$ cat src/rtl/fetch_prefetch_unit_pkg.sv
// Shared constants and the fetch-entry payload for the IF-stage prefetch unit.
package fetch_prefetch_unit_pkg;

    localparam int unsigned     XLEN_DEF     = 32;
    localparam int unsigned     ILEN         = 32;
    localparam logic [ILEN-1:0] NOP_INSTR    = 32'h0000_0000;
    localparam logic [31:0]     RESET_PC_DEF = 32'h0000_0000;

    typedef struct packed {
        logic [XLEN_DEF-1:0] pc;
        logic [ILEN-1:0]     instr;
    } fetch_entry_t;

endpackage

$ cat src/rtl/fetch_prefetch_unit_fifo.sv
// Circular prefetch buffer holding {pc, instr} words; flush wins over push.
module fetch_prefetch_unit_fifo
    import fetch_prefetch_unit_pkg::*;
#(
    parameter int unsigned DEPTH = 4,
    parameter int unsigned W     = 64
) (
    input  logic                    clk,
    input  logic                    reset,
    input  logic                    i_push,
    input  logic [W-1:0]            i_data,
    input  logic                    i_pop,
    input  logic                    i_flush,
    output logic [W-1:0]            o_head,
    output logic [$clog2(DEPTH):0]  o_count
);

    localparam int unsigned     AW   = (DEPTH > 1) ? $clog2(DEPTH) : 1;
    localparam int unsigned     CW   = $clog2(DEPTH) + 1;
    localparam int unsigned     NMEM = 2 ** AW;
    localparam logic [AW-1:0]   LAST = AW'(DEPTH - 1);

    logic [W-1:0]  r_mem [NMEM];
    logic [AW-1:0] r_rd;
    logic [AW-1:0] r_wr;
    logic [CW-1:0] r_count;

    function automatic logic [AW-1:0] ptr_inc(input logic [AW-1:0] p);
        return (p == LAST) ? '0 : p + AW'(1);
    endfunction

    always_ff @(posedge clk) begin
        if (reset || i_flush) begin
            r_rd    <= '0;
            r_wr    <= '0;
            r_count <= '0;
        end else begin
            if (i_push) r_wr <= ptr_inc(r_wr);
            if (i_pop)  r_rd <= ptr_inc(r_rd);
            r_count <= r_count + CW'(i_push) - CW'(i_pop);
        end
    end

    // Storage needs no reset; occupancy alone decides what is valid.
    always_ff @(posedge clk) begin
        if (i_push && !i_flush && !reset) r_mem[r_wr] <= i_data;
    end

    assign o_head  = r_mem[r_rd];
    assign o_count = r_count;

endmodule

$ cat src/rtl/fetch_prefetch_unit.sv
// IF stage: owns the PC, streams reads to a 1-cycle ROM and queues words for ID.
module fetch_prefetch_unit
    import fetch_prefetch_unit_pkg::*;
#(
    parameter int unsigned     XLEN     = XLEN_DEF,
    parameter int unsigned     DEPTH    = 4,
    parameter logic [XLEN-1:0] RESET_PC = XLEN'(RESET_PC_DEF),
    parameter bit              BYPASS   = 1'b1
) (
    input  logic                    clk,
    input  logic                    reset,
    output logic                    imem_req,
    output logic [XLEN-1:0]         imem_addr,
    input  logic [ILEN-1:0]         imem_rdata,
    input  logic                    id_ready,
    output logic                    if_valid,
    output logic [ILEN-1:0]         if_instr,
    output logic [XLEN-1:0]         if_pc,
    output logic [XLEN-1:0]         if_pcplus4,
    input  logic                    redirect_valid,
    input  logic [XLEN-1:0]         redirect_pc,
    output logic [$clog2(DEPTH):0]  fq_count
);

    localparam int unsigned     CW         = $clog2(DEPTH) + 1;
    localparam int unsigned     SW         = CW + 1;
    localparam int unsigned     EW         = XLEN + ILEN;
    localparam logic [XLEN-1:0] PC_STEP    = XLEN'(4);
    localparam logic [XLEN-1:0] ALIGN_MASK = ~XLEN'(3);

    logic [XLEN-1:0] r_pc;
    logic [XLEN-1:0] r_resp_pc;
    logic            r_inflight;
    logic            r_kill;

    logic [CW-1:0]   w_count;
    logic [EW-1:0]   w_head;
    logic            w_empty;
    logic            w_space;
    logic            w_resp;
    logic            w_bypass;
    logic            w_push;
    logic            w_pop;
    logic [XLEN-1:0] w_out_pc;
    logic [ILEN-1:0] w_out_instr;

    // Reserve a slot for the inflight word so a response never meets a full queue.
    assign w_empty   = (w_count == '0);
    assign w_space   = ({1'b0, w_count} + SW'(r_inflight)) < SW'(DEPTH);
    assign imem_req  = ~reset & ~redirect_valid & w_space;
    assign imem_addr = r_pc;

    assign w_resp    = r_inflight & ~r_kill;
    assign w_bypass  = BYPASS & w_resp & w_empty;
    assign if_valid  = ~reset & (~w_empty | w_bypass);
    assign w_pop     = if_valid & id_ready & ~w_empty;
    assign w_push    = w_resp & ~(w_bypass & id_ready);

    assign w_out_pc    = w_empty ? r_resp_pc  : w_head[EW-1 -: XLEN];
    assign w_out_instr = w_empty ? imem_rdata : w_head[ILEN-1:0];
    assign if_instr    = if_valid ? w_out_instr : NOP_INSTR;
    assign if_pc       = w_out_pc;
    assign if_pcplus4  = w_out_pc + PC_STEP;
    assign fq_count    = w_count;

    fetch_prefetch_unit_fifo #(
        .DEPTH (DEPTH),
        .W     (EW)
    ) u_fifo (
        .clk     (clk),
        .reset   (reset),
        .i_push  (w_push),
        .i_data  ({r_resp_pc, imem_rdata}),
        .i_pop   (w_pop),
        .i_flush (redirect_valid),
        .o_head  (w_head),
        .o_count (w_count)
    );

    // PC and response tracking; a redirect suppresses whatever was still in flight.
    always_ff @(posedge clk) begin
        if (reset) begin
            r_pc       <= RESET_PC;
            r_resp_pc  <= '0;
            r_inflight <= 1'b0;
            r_kill     <= 1'b0;
        end else if (redirect_valid) begin
            r_pc       <= redirect_pc & ALIGN_MASK;
            r_inflight <= 1'b0;
            r_kill     <= r_inflight;
        end else begin
            r_inflight <= imem_req;
            r_kill     <= 1'b0;
            if (imem_req) begin
                r_pc      <= r_pc + PC_STEP;
                r_resp_pc <= r_pc;
            end
        end
    end

endmodule

$ cat config.mk
export PLATFORM = sky130hd
export DESIGN_NAME = fetch_prefetch_unit
export DESIGN_NICKNAME = d
export VERILOG_FILES = /design/src/rtl/fetch_prefetch_unit_pkg.sv /design/src/rtl/fetch_prefetch_unit_fifo.sv /design/src/rtl/fetch_prefetch_unit.sv
export SDC_FILE = /design/constraint.sdc
export NUM_CORES = 1
export LEC_CHECK = 0
export CAP_MARGIN = 20
export CORE_UTILIZATION = 55
export CTS_CLUSTER_SIZE = 12
export DETAILED_ROUTE_END_ITERATION = 10
export PLACE_DENSITY = 0.81
export SLEW_MARGIN = 20
export SYNTH_ARGS = -nofsm -noshare
export SYNTH_HDL_FRONTEND = slang
export SYNTH_SLANG_ARGS = --single-unit
$ cat constraint.sdc
create_clock -name clk -period 5.75 [get_ports clk]
set_clock_uncertainty 0.15 [all_clocks]
set_input_delay 1.725 -clock clk [delete_from_list [all_inputs] [get_ports clk]]
set_output_delay 1.725 -clock clk [all_outputs]
set_load 0.005 [all_outputs]
==> flow_metrics.env <==
export IMPL_h_tree_depth=2
export IMPL_avgSynthCellArea_sq_um=13.0
export IMPL_vias_per_cell=6.00
export IMPL_peakVddDrop_v=0.000181
export IMPL_slowest_stage="clkdlybuf4s50_1"
export IMPL_r2r_slack_ns=2.62
export IMPL_crit_top_cell="inv_1"
export IMPL_cts_tree="done"
export IMPL_synth_area_sq_mm=0.0138
export IMPL_grt_pass1_wl_mm=50.7
export IMPL_first_global_vias=9400
export IMPL_gp_congestion=0.839
export IMPL_diodes=0
export IMPL_endpoint_kind="output pin"
export IMPL_multi_input_area_sq_mm=0.00466
export IMPL_synthArstFlopShare=0
export IMPL_combPwrFrac=0.064
export IMPL_p_sw_frac=0.208
export IMPL_num_fill_cells=1607
export IMPL_crit_chain="or3_4 -> nand2_1 -> and2_1 -> inv_1 -> ha_1 -> inv_1 -> a211oi_1 -> nand4_2 -> nor4_2 -> xor2_1 -> clkdlybuf4s50_1"
export IMPL_gr_total_overflow=0
export IMPL_timing_fmax_mhz=176
export IMPL_outcome="complete, no violations"
export IMPL_cts_num_sinks=319
export IMPL_rows=57
export IMPL_initial_utilization=0.565
export IMPL_max_cap_violations=0
export IMPL_final_util=0.700
export IMPL_slew_headroom=0.394
export IMPL_synth_seq_cells=319
export IMPL_tightest_slew_ns=0.909
export IMPL_fin_crit_sh=0.986
export IMPL_critical_path_max_stage_delay_ns=0.53
export IMPL_ys_seq_area_frac=0.641
export IMPL_r2r_cells=5
export IMPL_finalCriticalPeriod_ns=5.67
export IMPL_hp_start="imem_addr[8]"
export IMPL_setup_viol=0
export IMPL_grt_antenna_before_repair=0
export IMPL_ant_nets=0
export IMPL_path_delay_family="simple AND/OR/NAND/NOR gates"
export IMPL_die_w_microns=161
export IMPL_synth_warnings=0
export IMPL_required_ns=3.88
export IMPL_hold_viol=0
export IMPL_syn_instance_count=1061
export IMPL_r2r_start="u_fifo.o_count[0]"
export IMPL_critPathKind="register to output pin"
export IMPL_grt_max_degree=63
export IMPL_clk_latency_ns=0.49
export IMPL_holdPathStages=2
export IMPL_start_kind="register"
export IMPL_cellLeakagePower_nw=5.99
export IMPL_path_buf_inv=3
export IMPL_p_per_area_mw_per_mm2=278
export IMPL_hpwl_mm=20.1
export IMPL_syn2layout_area_growth_pct=23.8
export IMPL_dr_pass1_iters=8
export IMPL_nets=1333
export IMPL_worst_setup_hold_path_clk_slew_ns=0.06
export IMPL_grt_usage=0.254
export IMPL_cts_buffers_inserted=34
export IMPL_wl_mm=32.4
export IMPL_power_frac_seq=0.532
export IMPL_p_sw_mw=0.991
export IMPL_core_sq_mm=0.0245
export IMPL_clockBufferDepth=3
export IMPL_netlist_cell_type_count=52
export IMPL_io_pins=201
export IMPL_die_y_microns=161
export IMPL_hp_class="register to register"
export IMPL_drc=0
export IMPL_holdWs_ns=0.362
export IMPL_synth_edff_count=248
export IMPL_root_buffer="clkbuf_16"
export IMPL_timing_critical_path_arrival_ns=3.79
export IMPL_drt_iter0_markers=918
export IMPL_hold_end="r_resp_pc[8]"
export IMPL_rr_endpoint="u_fifo.r_mem[3][27]"
export IMPL_synth_ff_type="edfxtp_1"
export IMPL_cts_hold_buffers=0
export IMPL_cp_max_fo=8
export IMPL_slew_violations=0
export IMPL_layout_drive_gt1_share=0.114
export IMPL_vias=9563
export IMPL_regArea_sq_mm=0.00888
export IMPL_dieArea_sq_mm=0.0258
export IMPL_pwr_share_clk=0.404
export IMPL_drt_wirelength_per_cell_microns=20.3
export IMPL_internal_power_mw=3.78
export IMPL_numPortBuffers=192
==> power by group through the flow <==
stage / combinational (mW) / clock, mW / sequential [mW]
2_1_floorplan: 0.132 / 0 / 2.57
3_3_place_gp: 0.294 / 0 / 2.58
3_5_place_dp: 0.301 / 0 / 2.58
4_1_cts: 0.304 / 1.96 / 2.53
5_1_grt: 0.332 / 2.04 / 2.54
6_report: 0.305 / 1.93 / 2.53
==> timing repair <==
action / 4_1_cts / 5_1_grt
gates resized for setup: 2 / 8
endpoints found under the setup margin: 3 / 14
cloned: 0 / 1
setup buffers: 0 / 0
pin swaps: 0 / 0
hold endpoints to repair: 0 / 0
==> cell families after synthesis <==
kind of cell	share of synthesized area
AND/OR/NAND/NOR	0.126
adder cells (fa/ha/maj)	0.0105
XOR/XNOR	0.0222
flip-flops	0.641
buffers and inverters	0.0253
multiplexers	0.111
other	0.000271
AO/OA/AOI/OAI	0.0628
==> Yosys cell counts (3+ instances only) <==
master / count / area [sq um]
inv_1: 19 / 71.3
buf_1: 6 / 22.5
nand4_1: 16 / 100
nand4b_1: 3 / 26.3
nand2b_1: 3 / 18.8
buf_4: 7 / 52.6
a222oi_1: 5 / 50.1
o311ai_0: 4 / 35.0
clkbuf_1: 40 / 150
a22oi_1: 4 / 30.0
mux4_2: 62 / 1400
nor4_1: 9 / 56.3
xor2_1: 14 / 123
nor2_1: 38 / 143
a211oi_1: 3 / 22.5
a21oi_1: 95 / 475
nand2_1: 241 / 905
ha_1: 10 / 125
edfxtp_1: 248 / 7450
xnor2_1: 21 / 184
o22a_1: 3 / 26.3
a31oi_1: 12 / 75.1
dfxtp_1: 71 / 1420
and2_1: 4 / 25.0
o22ai_1: 3 / 18.8
and3_1: 18 / 113
nor3_1: 9 / 45.0
buf_2: 7 / 35.0
nand3_1: 28 / 140
mux2i_1: 12 / 120
a21o_1: 4 / 30.0
o21ai_0: 14 / 70.1
and4_1: 3 / 26.3
==> state kept, by name (all words and copies together) (netlist names), named ones only <==
register and flops:
u_fifo.r_mem 248, imem_addr 30, r_resp_pc 30, u_fifo.o_count 3
u_fifo.r_rd 2, u_fifo.r_wr 2, r_inflight 1, r_kill 1
==> layout by cell type (no fill, tap or decap), types with 4 or more instances in the layout <==
cell,n
clkinv_1,5
edfxtp_1,248
conb_1,6
and2_1,4
nor4_1,6
dfxtp_1,67
clkbuf_16,36
clkdlybuf4s50_1,191
a21oi_1,95
a222oi_1,5
mux2i_1,12
clkbuf_1,10
o21ai_0,13
ha_1,10
nor4_2,4
buf_4,16
a31oi_1,12
a21o_1,4
inv_1,19
nand4_1,16
a22oi_1,4
nand3_1,28
xnor2_1,21
nand2_1,241
o311ai_0,4
and3_2,4
nor2_1,38
nor3_1,9
xor2_1,14
mux4_2,62
and3_1,14
==> worst max-delay path by stage <==
stage	startpoint	to	slack, ns	depth (start not counted)
global route	u_fifo.o_count[0]	if_pcplus4[26]	-0.07	11
CTS	u_fifo.o_count[1]	if_pcplus4[18]	0.003	9
detailed placement	u_fifo.o_count[1]	if_pcplus4[26]	0.51	9
floorplan	u_fifo.o_count[1]	if_pcplus4[30]	0.60	14
global placement	u_fifo.o_count[1]	if_pcplus4[18]	0.61	9
finish	u_fifo.o_count[0]	if_pcplus4[26]	0.08	11
==> per-stage QoR <==
| step | worst slack, ns | instance area, sq um | power (mW) | setup TNS (ns) | cells |
|---|---|---|---|---|---|
| after floorplan | 0.603 | 13800 | 2.70 | 0 | 1066 |
| after global placement | 0.611 | 16100 | 2.87 | 0 | 1541 |
| after global routing | -0.0712 | 17100 | 4.92 | -0.163 | 1595 |
| after detailed placement | 0.513 | 16100 | 2.88 | 0 | 1541 |
| after CTS | 0.00347 | 17100 | 4.80 | 0 | 1594 |
| final | 0.0802 | 17100 | 4.77 | 0 | 1595 |
==> per-layer routing <==
metal / vias up / GRT usage / part of all wire
li1: 4336 / - / -
met1: 4652 / 0.357 / 0.42
met2: 515 / 0.407 / 0.47
met3: 60 / 0.0436 / 0.083
met4: 0 / 0.0818 / 0.024
met5: - / 0 / 0
==> tightest hold or removal path: stages, from the launching register on <==
cell and delay, ns:
dfxtp_1 0.34, nand2_1 0.07, a21oi_1 0.05
==> cell type report <==
| cell class | count | area share |
|---|---|---|
| clock buffer | 46 | 0.0542 |
| multi-input combinational | 665 | 0.272 |
| tap | 324 | 0.0237 |
| timing repair buffer | 213 | 0.125 |
| clock inverter | 7 | 0.00227 |
| inverter | 21 | 0.00460 |
| sequential | 319 | 0.518 |
Power figures use the tool's default switching activity.
